## src/rtl/cud_seq.sv

```systemverilog
// Command-driven sequencer for an up/down counter: loads a start value and direction,
// lets the counter run for a programmed number of rollovers, then reports completion.
module cud_seq #(
    parameter int unsigned WIDTH = 4,
    parameter int unsigned LAPW  = 8
) (
    input  logic             clk,
    input  logic             rstn,
    input  logic             cmd_valid,
    output logic             cmd_ready,
    input  logic [WIDTH-1:0] cmd_load,
    input  logic             cmd_ud,
    input  logic [LAPW-1:0]  cmd_laps,
    input  logic             cmd_pingpong,
    input  logic             abort,
    output logic             busy,
    output logic             done,
    output logic             aborted,
    output logic [LAPW-1:0]  laps_done,
    output logic             cnt_load_en,
    output logic [WIDTH-1:0] cnt_load,
    output logic             cnt_ud,
    input  logic [WIDTH-1:0] cnt_count,
    input  logic             cnt_rollover
);

    localparam logic [LAPW-1:0] LAPS_MAX = '1;

    typedef enum logic [1:0] {
        S_IDLE = 2'd0,
        S_LOAD = 2'd1,
        S_RUN  = 2'd2,
        S_DONE = 2'd3
    } state_t;

    typedef struct packed {
        logic [WIDTH-1:0] load;
        logic [LAPW-1:0]  laps;
        logic             pingpong;
    } cmd_t;

    state_t          state_q;
    state_t          state_d;
    cmd_t            cmd_q;
    logic [LAPW-1:0] laps_done_q;
    logic            aborted_q;
    logic            cnt_ud_q;

    logic            ready_q;
    logic            busy_q;
    logic            done_q;
    logic            load_en_q;

    logic            accept;
    logic            lap_hit;
    logic            abort_live;
    logic            final_lap;
    logic [LAPW-1:0] laps_inc;

    // Qualified events; rollovers and aborts only matter while a command is active
    assign accept     = cmd_valid && (state_q == S_IDLE);
    assign lap_hit    = cnt_rollover && (state_q == S_RUN);
    assign abort_live = abort && ((state_q == S_LOAD) || (state_q == S_RUN));
    assign laps_inc   = (laps_done_q == LAPS_MAX) ? laps_done_q : LAPW'(laps_done_q + 1'b1);
    assign final_lap  = lap_hit && (laps_inc == cmd_q.laps);

    // State register
    always_ff @(posedge clk or negedge rstn) begin
        if (!rstn) begin
            state_q <= S_IDLE;
        end else begin
            state_q <= state_d;
        end
    end

    // Next-state logic; abort wins over a same-cycle final rollover
    always_comb begin
        state_d = state_q;
        unique case (state_q)
            S_IDLE: begin
                if (accept) begin
                    state_d = S_LOAD;
                end
            end
            S_LOAD: begin
                if (abort || (cmd_q.laps == '0)) begin
                    state_d = S_DONE;
                end else begin
                    state_d = S_RUN;
                end
            end
            S_RUN: begin
                if (abort || final_lap) begin
                    state_d = S_DONE;
                end
            end
            S_DONE: begin
                state_d = S_IDLE;
            end
            default: begin
                state_d = S_IDLE;
            end
        endcase
    end

    // Registered status and counter-control flags, decoded from the next state
    always_ff @(posedge clk or negedge rstn) begin
        if (!rstn) begin
            ready_q   <= 1'b1;
            busy_q    <= 1'b0;
            done_q    <= 1'b0;
            load_en_q <= 1'b1;
        end else begin
            ready_q   <= (state_d == S_IDLE);
            busy_q    <= (state_d == S_LOAD) || (state_d == S_RUN);
            done_q    <= (state_d == S_DONE);
            load_en_q <= (state_d != S_RUN);
        end
    end

    // Command capture, lap counting and direction control
    always_ff @(posedge clk or negedge rstn) begin
        if (!rstn) begin
            cmd_q       <= '0;
            laps_done_q <= '0;
            aborted_q   <= 1'b0;
            cnt_ud_q    <= 1'b1;
        end else begin
            if (accept) begin
                cmd_q.load     <= cmd_load;
                cmd_q.laps     <= cmd_laps;
                cmd_q.pingpong <= cmd_pingpong;
                laps_done_q    <= '0;
                aborted_q      <= 1'b0;
                cnt_ud_q       <= cmd_ud;
            end
            if (lap_hit) begin
                laps_done_q <= laps_inc;
                if (cmd_q.pingpong) begin
                    cnt_ud_q <= ~cnt_ud_q;
                end
            end
            if (abort_live) begin
                aborted_q <= 1'b1;
            end
        end
    end

    // Output decode; outside LOAD the counter is held by reloading its own value
    always_comb begin
        cmd_ready   = ready_q;
        busy        = busy_q;
        done        = done_q;
        aborted     = aborted_q;
        laps_done   = laps_done_q;
        cnt_load_en = load_en_q;
        cnt_ud      = cnt_ud_q;
        cnt_load    = cnt_count;
        if (state_q == S_LOAD) begin
            cnt_load = cmd_q.load;
        end
    end

endmodule

```

## config.mk

```make
export PLATFORM = sky130hd
export DESIGN_NAME = cud_seq
export DESIGN_NICKNAME = d
export VERILOG_FILES = /design/src/rtl/cud_seq.sv
export SDC_FILE = /design/constraint.sdc
export NUM_CORES = 1
export LEC_CHECK = 0
export CORE_ASPECT_RATIO = 1.4
export CORE_MARGIN = 2
export CORE_UTILIZATION = 51
export CTS_BUF_LIST = sky130_fd_sc_hd__clkbuf_4 sky130_fd_sc_hd__clkbuf_8
export CTS_CLUSTER_DIAMETER = 150
export DETAILED_ROUTE_END_ITERATION = 8
export PLACE_DENSITY = 0.8
export SETUP_SLACK_MARGIN = 0.4
export SLEW_MARGIN = 20
export SYNTH_ARGS = -nofsm -noshare
export SYNTH_HDL_FRONTEND = slang
export SYNTH_SLANG_ARGS = --single-unit
```

## constraint.sdc

```tcl
create_clock -name clk -period 3.45 [get_ports clk]
set_input_delay 0.69 -clock clk [delete_from_list [all_inputs] [get_ports clk]]
set_output_delay 0.69 -clock clk [all_outputs]
set_load 0.02 [all_outputs]
```

## Word-level counts from Yosys, hierarchy flattened

Index checks and enable logic that the tools add are counted.

| storage, ports and cells | value |
|---|---|
| input port bits | 23 |
| register bits | 29 |
| output and inout port bits | 18 |
| word-level logic and storage cells | 48 |

| cells by class | value |
|---|---|
| add/subtract/negate cells | 1 |
| bitwise gates (word level) | 1 |
| reduce and logical (&&, ||, !) cells | 13 |
| mux-type cells | 13 |
| equality and inequality tests | 9 |

Operators by type and width:

| kind | number |
|---|---|
| 8-bit two-way mux | 3 |
| 8-bit by 1-bit adder with 8-bit output (second input constant) | 1 |
| 2-bit equality test (second input constant) | 4 |
| 8-bit equality test | 1 |
| 8-bit equality test (second input constant) | 1 |
| 8-bit zero test | 1 |
| 2-bit case mux with 4 select lines | 1 |
| 1-bit two-way mux | 6 |
| 2-bit by 1-bit equality test with 1-bit output (second input constant) | 2 |
| 1-bit logical AND | 4 |
| 2-bit zero test | 2 |
| 1-bit logical OR | 4 |
| 2-bit two-way mux | 2 |
| 4-bit two-way mux | 1 |
| 2-bit nonzero test | 2 |
| 2-bit inequality test (second input constant) | 1 |
| 1-bit NOT | 1 |

## Logic depth before layout (Yosys ltp)

Gate-level depths: netlist of run 1.

| logic depth | value |
|---|---|
| word-level depth | 9 |
| gate-level depth with buffers | 9 |
| mapped depth without buffers | 9 |

## Worst setup path after synthesis of run 1

Ideal clock, no wire load.

| timing path | value |
|---|---|
| path type | register -> register |
| from | reg laps_done_q[0], in the netlist laps_done[0] |
| to | reg busy_q, in the netlist busy |
| required time | 3.337 ns |
| setup time | 0.113 ns |
| data arrival time | 2.508 ns |
| stages on the path, launching flop included | 10 |
| period minus slack after synthesis | 2.620 ns |
| path buffers | 1 |
| setup slack | 0.830 ns |
| path through | dfrtp_1 ha_1 buf_1 xor2_1 o21ai_0 o41ai_1 or4_1 o31a_1 ha_1 inv_1 |

| between the ends | value |
|---|---|
| word-level cells in the longest chain between the ends | 9 |
| elaborated cells between the ends (all ways) | 11 |
| classes of those cells | add/sub (1); eq/ne (4); mux (3); reduce/logical (3) |

RTL lines:

| what | RTL line | text |
|---|---|---|
| start: declaration | 45 | `logic [LAPW-1:0] laps_done_q;` |
| start signal: assignment | 138 | `laps_done_q <= laps_inc;` |
| 8-bit by 1-bit adder with 8-bit output / 8-bit equality test (equally long branches) | 64 | `assign laps_inc = (laps_done_q == LAPS_MAX) ? laps_done_q : LAPW'(laps_done_q + 1'b1);` |
| 8-bit two-way mux (*) | 64 |  |
| 8-bit equality test (*) | 65 | `assign final_lap = lap_hit && (laps_inc == cmd_q.laps);` |
| 1-bit logical AND (*) | 65 |  |
| 1-bit logical OR (*) | 93 | `if (abort \|\| final_lap) begin` |
| 2-bit two-way mux (*) | 93 |  |
| 2-bit case mux with 4 select lines (*) | 79 | `unique case (state_q)` |
| 2-bit by 1-bit equality test with 1-bit output / 2-bit equality test (equally long branches) | 115 | `busy_q <= (state_d == S_LOAD) \|\| (state_d == S_RUN);` |
| 1-bit logical OR (*) | 115 |  |
| end signal: assignment | 115 |  |
| end: declaration | 50 | `logic busy_q;` |

Mark *: on every way between the ends. The rest lies on a longest branch, timed or not.
A chain may end at the register's enable or synchronous reset.

## Worst setup path in the final report of run 1

Ends and elaborated chain as after synthesis.

==> results.sh, run 1 <==
export IMPL_drv_cap=0
export IMPL_cts_root_buf="clkbuf_8"
export IMPL_place_port_buffers=40
export IMPL_synthArstFlopShare_pct=100
export IMPL_postSynthCellCount=161
export IMPL_netlist_area_um2=1650
export IMPL_slew_viol_final=0
export IMPL_grt_pass1_wl_um=6900
export IMPL_finalCriticalPeriod_ns=2.94
export IMPL_post_cts_setup_buffers=0
export IMPL_h_tree_depth=2
export IMPL_worstHoldPathCells=1
export IMPL_fin_cells=244
export IMPL_timing_rr_start="laps_done[0]"
export IMPL_dr_pass1_iters=4
export IMPL_routedWlPerCell_um=17.5
export IMPL_antenna_cells=0
export IMPL_synth_top_cell_area_share_pct=39.4
export IMPL_fmax_ghz=0.340
export IMPL_slew_headroom_pct=70.2
export IMPL_nets=235
export IMPL_via_count=1444
export IMPL_hold_viol_final=0
export IMPL_rsz0062_at_grt="no"
export IMPL_design_area_um2=2210
export IMPL_grt_use_total_pct=25.2
export IMPL_drt_iter0_markers=38
export IMPL_skew_ns=0.00640
export IMPL_hpwl_um=3200
export IMPL_core_um2=3090
export IMPL_post_cts_resized=0
export IMPL_hold_end="cmd_q[10]"
export IMPL_vias_per_cell=5.92
export IMPL_nFillCells=220
export IMPL_cp_end_kind="flip-flop"
export IMPL_hold_start="cmd_q[10]"
export IMPL_setup_tns_ns=0
export IMPL_rows=24
export IMPL_grt_max_degree=30
export IMPL_synth_edff_count=0
export IMPL_cts_path_max_buffers=2
export IMPL_drc_errors=0
export IMPL_critPathMaxFanout=13
export IMPL_fin_crit_sh_pct=85.2
export IMPL_syn_num_nets=192
export IMPL_ys_seq_elements=29
export IMPL_clk_pin_slew_ns=0.07
export IMPL_die_w_um=52.1
export IMPL_yosys_top_cells_area="dfrtp_1 39%, mux2_2 11%, ha_1 6.1%"
export IMPL_pre_cts_ws_ns=0.407
export IMPL_ys_seq_area_share_pct=44.2
export IMPL_critPathRequiredTime_ns=3.63
export IMPL_drive_above_1_share_pct=14.6
export IMPL_fin_util_pct=71.3
export IMPL_clock_sinks=29
export IMPL_clock_latency_ns=0.28
export IMPL_cts_inserted_buffers=5
export IMPL_place_gp_congestion=0.880
export IMPL_die_h_um=71.3
export IMPL_worstHoldPathType="reg -> reg"
export IMPL_hold_ws_ns=0.501
export IMPL_status="completed"
export IMPL_die_area_um2=3720
export IMPL_start_util_pct=53.4
export IMPL_crit_type="reg -> reg"
export IMPL_finalSetupViolCount=0
export IMPL_tightest_slew_ns=0.441
export IMPL_ctsHoldBuffers=0
export IMPL_peakVddDrop_uv=597
export IMPL_fin_ws_ns=0.510
export IMPL_grt_overflow_total=0
export IMPL_area_delta_synth_final_pct=33.6
export IMPL_synth_distinct_cells=45
export IMPL_synth_avg_cell_area_um2=10.3
export IMPL_place_area_um2=2090
export IMPL_yosys_warnings=0
export IMPL_r2r_slack_ns=0.51
export IMPL_wl_um=4260
export IMPL_p_leak_nw=0.923
export IMPL_drtAntennaViolNets=0
export IMPL_synth_largest_area_cell="dfrtp_1"
export IMPL_tritoncts="built"
export IMPL_grt_antenna_before_repair=0
export IMPL_placedCellCount=236
export IMPL_ios=41
export IMPL_p_total_mw=1.84
export IMPL_power_density_nw_per_um2=833
export IMPL_cp_arrival_ns=3.12
export IMPL_synthFlopType="dfrtp_1"
export IMPL_grt_pass1_vias=1465
export IMPL_worstSetupStartpointType="flip-flop"
export IMPL_rr_worst_depth=8
export IMPL_r2r_end="busy"
-- worst max-delay path: stages, from the launching register on --
cell and delay (ns):
dfrtp_1 0.48, ha_1 0.48, and3_1 0.33, and2_1 0.25, mux2i_1 0.38, o2111ai_1 0.22
o31a_1 0.37, ha_1 0.29, inv_1 0.04
-- worst max path at each step --
stage / from / end / slack [ns] / cells past startpoint
after floorplan: laps_done[0] / busy / 0.83 / 9
after global placement: cnt_rollover / busy / 0.54 / 7
after CTS: laps_done[0] / busy / 0.55 / 8
after global routing: laps_done[0] / busy / 0.42 / 8
final: laps_done[0] / busy / 0.51 / 8
after detailed placement: cnt_rollover / busy / 0.41 / 7
-- layout make-up --
| class | count | area, um2 | area share [%] |
|---|---|---|---|
| clock buffers | 7 | 90.1 | 4.08 |
| clock inverters | 1 | 30.0 | 1.36 |
| inverters | 10 | 37.5 | 1.70 |
| multi-input cells | 116 | 855 | 38.7 |
| flip-flops and latches | 29 | 729 | 33.1 |
| well taps | 39 | 48.8 | 2.21 |
| repair buffers | 42 | 415 | 18.8 |
-- kinds of logic after synthesis --
family	after synthesis	synth area share [%]
DFF	29	44.2
and+or+nand+nor	42	13.6
adders and majority gates	8	6.06
AOI/OAI and AO/OA	44	18.0
xor gates and xnor gates	5	2.65
buffers and inverters	16	4.09
muxes	17	11.5
-- report_power, final --
| group | total, mW | leakage, nW | switching [mW] | internal, mW |
|---|---|---|---|---|
| clock network | 0.372 | 0.0619 | 0.129 | 0.243 |
| registers | 0.645 | 0.354 | 0.150 | 0.495 |
| logic | 0.820 | 0.507 | 0.422 | 0.398 |
| total | 1.84 | 0.923 | 0.702 | 1.14 |
-- synthesized netlist by cell type, drive strengths merged, types with 4 or more instances --
library cell,n
nand2,10
dfrtp,26
nor3,5
nand3,4
a21oi,9
ha,8
inv,10
clkbuf,4
o21ai,10
mux2,16
nor2,6
-- layer usage --
layer  global-route usage (%)  wire length [um]
met1                     28.0              1680
met4                     9.06               106
met2                     46.1              2330
met5                        0                 0
met3                     5.21               153
-- cell usage in the layout, fill, tap and decap left out, drive strengths merged, types with 2 or more instances in the layout --
cell type,synthesis,routed
clkdlybuf4s50,0,40
dfrtp,26,26
mux2,16,16
inv,10,10
o21ai,10,10
nand2,10,10
a21oi,9,9
ha,8,8
clkbuf,4,7
nor2,6,6
nor3,5,5
nand3,4,4
a211oi,3,3
xor2,3,3
a31oi,3,3
nor4,3,3
dfstp,3,3
and3,2,2
and4,2,2
and2,2,2
nand4,2,2
xnor2,2,2
o31ai,2,2
a311oi,2,2
o22ai,2,2
a22o,2,2
buf,2,2
-- sequential cells by signal (all words and copies together) (netlist names) --
| register | cells |
|---|---|
| busy | 1 |
| cmd_q | 13 |
| aborted | 1 |
| cnt_ud | 1 |
| done | 1 |
| cnt_load_en | 1 |
| laps_done | 8 |
| cmd_ready | 1 |
| state_q | 2 |
(Power assumes the default switching activity.)
==> inputs of run 2 (changes only) <==
CELL_PAD_IN_SITES_DETAIL_PLACEMENT = 1   (was default)
CELL_PAD_IN_SITES_GLOBAL_PLACEMENT = 2   (was default)
CORE_ASPECT_RATIO = 0.75   (was 1.4)
CORE_UTILIZATION = 31   (was 51)
PLACE_DENSITY = 0.79   (was 0.8)
==> run 2 against run 1 <==
Against the previous run: clock skew rose by 0.0019 ns; utilization fell by 27 points; combinational power fell by 1%; critical path depth fell by 1; sequential power barely moved; via count fell by 0.83%; largest cell class unchanged; highest routed layer unchanged.
==> results.sh, run 2 (synthesis gave the netlist of run 1 again) <==
export IMPL_status="completed"
export IMPL_fin_util_pct=44.5
export IMPL_ios=41
export IMPL_grt_antenna_before_repair=0
export IMPL_nFillCells=580
export IMPL_pre_cts_ws_ns=0.423
export IMPL_hold_ws_ns=0.516
export IMPL_peakVddDrop_uv=311
export IMPL_setup_tns_ns=0
export IMPL_final_common_cell="clkdlybuf4s50_1"
export IMPL_h_tree_depth=2
export IMPL_fin_crit_sh_pct=81.9
export IMPL_grt_max_degree=30
export IMPL_tritoncts="built"
export IMPL_drv_cap=0
export IMPL_cp_arrival_ns=3.00
export IMPL_slew_headroom_pct=62.3
export IMPL_drc_errors=0
export IMPL_grt_use_total_pct=17.6
export IMPL_area_delta_synth_final_pct=35.1
export IMPL_finalSetupViolCount=0
export IMPL_regMostFlops="cmd_q"
export IMPL_clock_sinks=29
export IMPL_critPathRequiredTime_ns=3.62
export IMPL_final_cell_mix="40 x clkdlybuf4s50_1, 26 x dfrtp_1, 16 x mux2_2"
export IMPL_die_h_um=67.2
export IMPL_rows=22
export IMPL_place_port_buffers=40
export IMPL_fin_ws_ns=0.623
export IMPL_drt_iter0_markers=86
export IMPL_grt_pass1_wl_um=7860
export IMPL_via_count=1432
export IMPL_largest_register_ffs=13
export IMPL_wl_um=4550
export IMPL_worstHoldPathType="reg -> reg"
export IMPL_drtAntennaViolNets=0
export IMPL_slew_viol_final=0
export IMPL_vias_per_cell=5.17
export IMPL_cts_inserted_buffers=5
export IMPL_skew_ns=0.00828
export IMPL_worstSetupStartpointType="flip-flop"
export IMPL_crit_type="reg -> reg"
export IMPL_clk_pin_slew_ns=0.06
export IMPL_hpwl_um=3480
export IMPL_ctsHoldBuffers=0
export IMPL_drive_above_1_share_pct=15.1
export IMPL_routedWlPerCell_um=16.4
export IMPL_rsz0062_at_grt="no"
export IMPL_cts_root_buf="clkbuf_8"
export IMPL_cts_path_max_buffers=2
export IMPL_grt_overflow_total=0
export IMPL_finalCriticalPeriod_ns=2.83
export IMPL_dr_pass1_iters=4
export IMPL_power_density_nw_per_um2=791
export IMPL_cp_end_kind="flip-flop"
export IMPL_hold_viol_final=0
export IMPL_p_total_mw=1.76
export IMPL_p_leak_nw=0.914
export IMPL_antenna_cells=0
export IMPL_place_gp_congestion=0.859
export IMPL_die_area_um2=5930
export IMPL_core_um2=5010
export IMPL_clock_latency_ns=0.28
export IMPL_start_util_pct=33.0
export IMPL_grt_pass1_vias=1586
export IMPL_tightest_slew_ns=0.558
export IMPL_fmax_ghz=0.354
export IMPL_critPathMaxFanout=14
export IMPL_die_w_um=88.3
export IMPL_nets=235
run 2: worst max-delay path, cell delays in order, from the launching register on:
cell     delay (ns)
dfrtp_1        0.59
nand4_1        0.27
nor4b_1        0.55
nor3_1         0.09
or4_1          0.57
o31a_1         0.33
ha_1           0.28
inv_1          0.03
run 2: layout make-up:
cell class                      instances  area (um2)  share of cell area (%)
Clock buffer                            7        96.3                    4.32
Clock inverter                          1        5.00                   0.224
Inverter                               10        37.5                    1.68
Multi-Input combinational cell        116         857                    38.4
Sequential cell                        29         729                    32.7
Tap cell                               72        90.1                    4.04
Timing Repair Buffer                   42         415                    18.6
run 2: path summary, 6_finish.rpt:
| check | startpoint | endpoint | slack, ns | depth (start not counted) |
|---|---|---|---|---|
| max | laps_done[3] | busy | 0.62 | 7 |
| min | cmd_q[12] | cmd_q[12] | 0.52 | 1 |
| max reg2reg | laps_done[3] | busy | 0.62 | 7 |
| min reg2reg | cmd_q[12] | cmd_q[12] | 0.52 | 1 |
| max in group asynchronous | rstn | cmd_ready | 2.32 | 2 |
| min in group asynchronous | rstn | cmd_q[10] | 0.80 | 2 |
run 2: stage by stage:
step | std cells | area (um2)
5_1_grt | 277 | 2230
6_report | 277 | 2230
3_5_place_dp | 269 | 2130
2_1_floorplan | 161 | 1650
3_3_place_gp | 269 | 2130
4_1_cts | 277 | 2230
run 2: what timing repair did:
action | 4_1_cts | 5_1_grt
gates resized for setup | 0 | 1
endpoints found under the setup margin | 0 | 1
buffers inserted | 0 | 0
run 2: where the power goes:
group	internal, mW	switching [mW]	leakage, nW	total, mW
Clock	0.180	0.130	0.0542	0.310
Combinational	0.397	0.416	0.505	0.812
Sequential	0.495	0.147	0.354	0.642
run 2: per-layer routing:
layer / track usage, % / up-vias / routed length (um)
li1: - / 689 / -
met1: 22.8 / 716 / 2240
met2: 30.4 / 25 / 2150
met3: 3.79 / 2 / 147
met4: 3.98 / 0 / 16
met5: 0 / - / 0
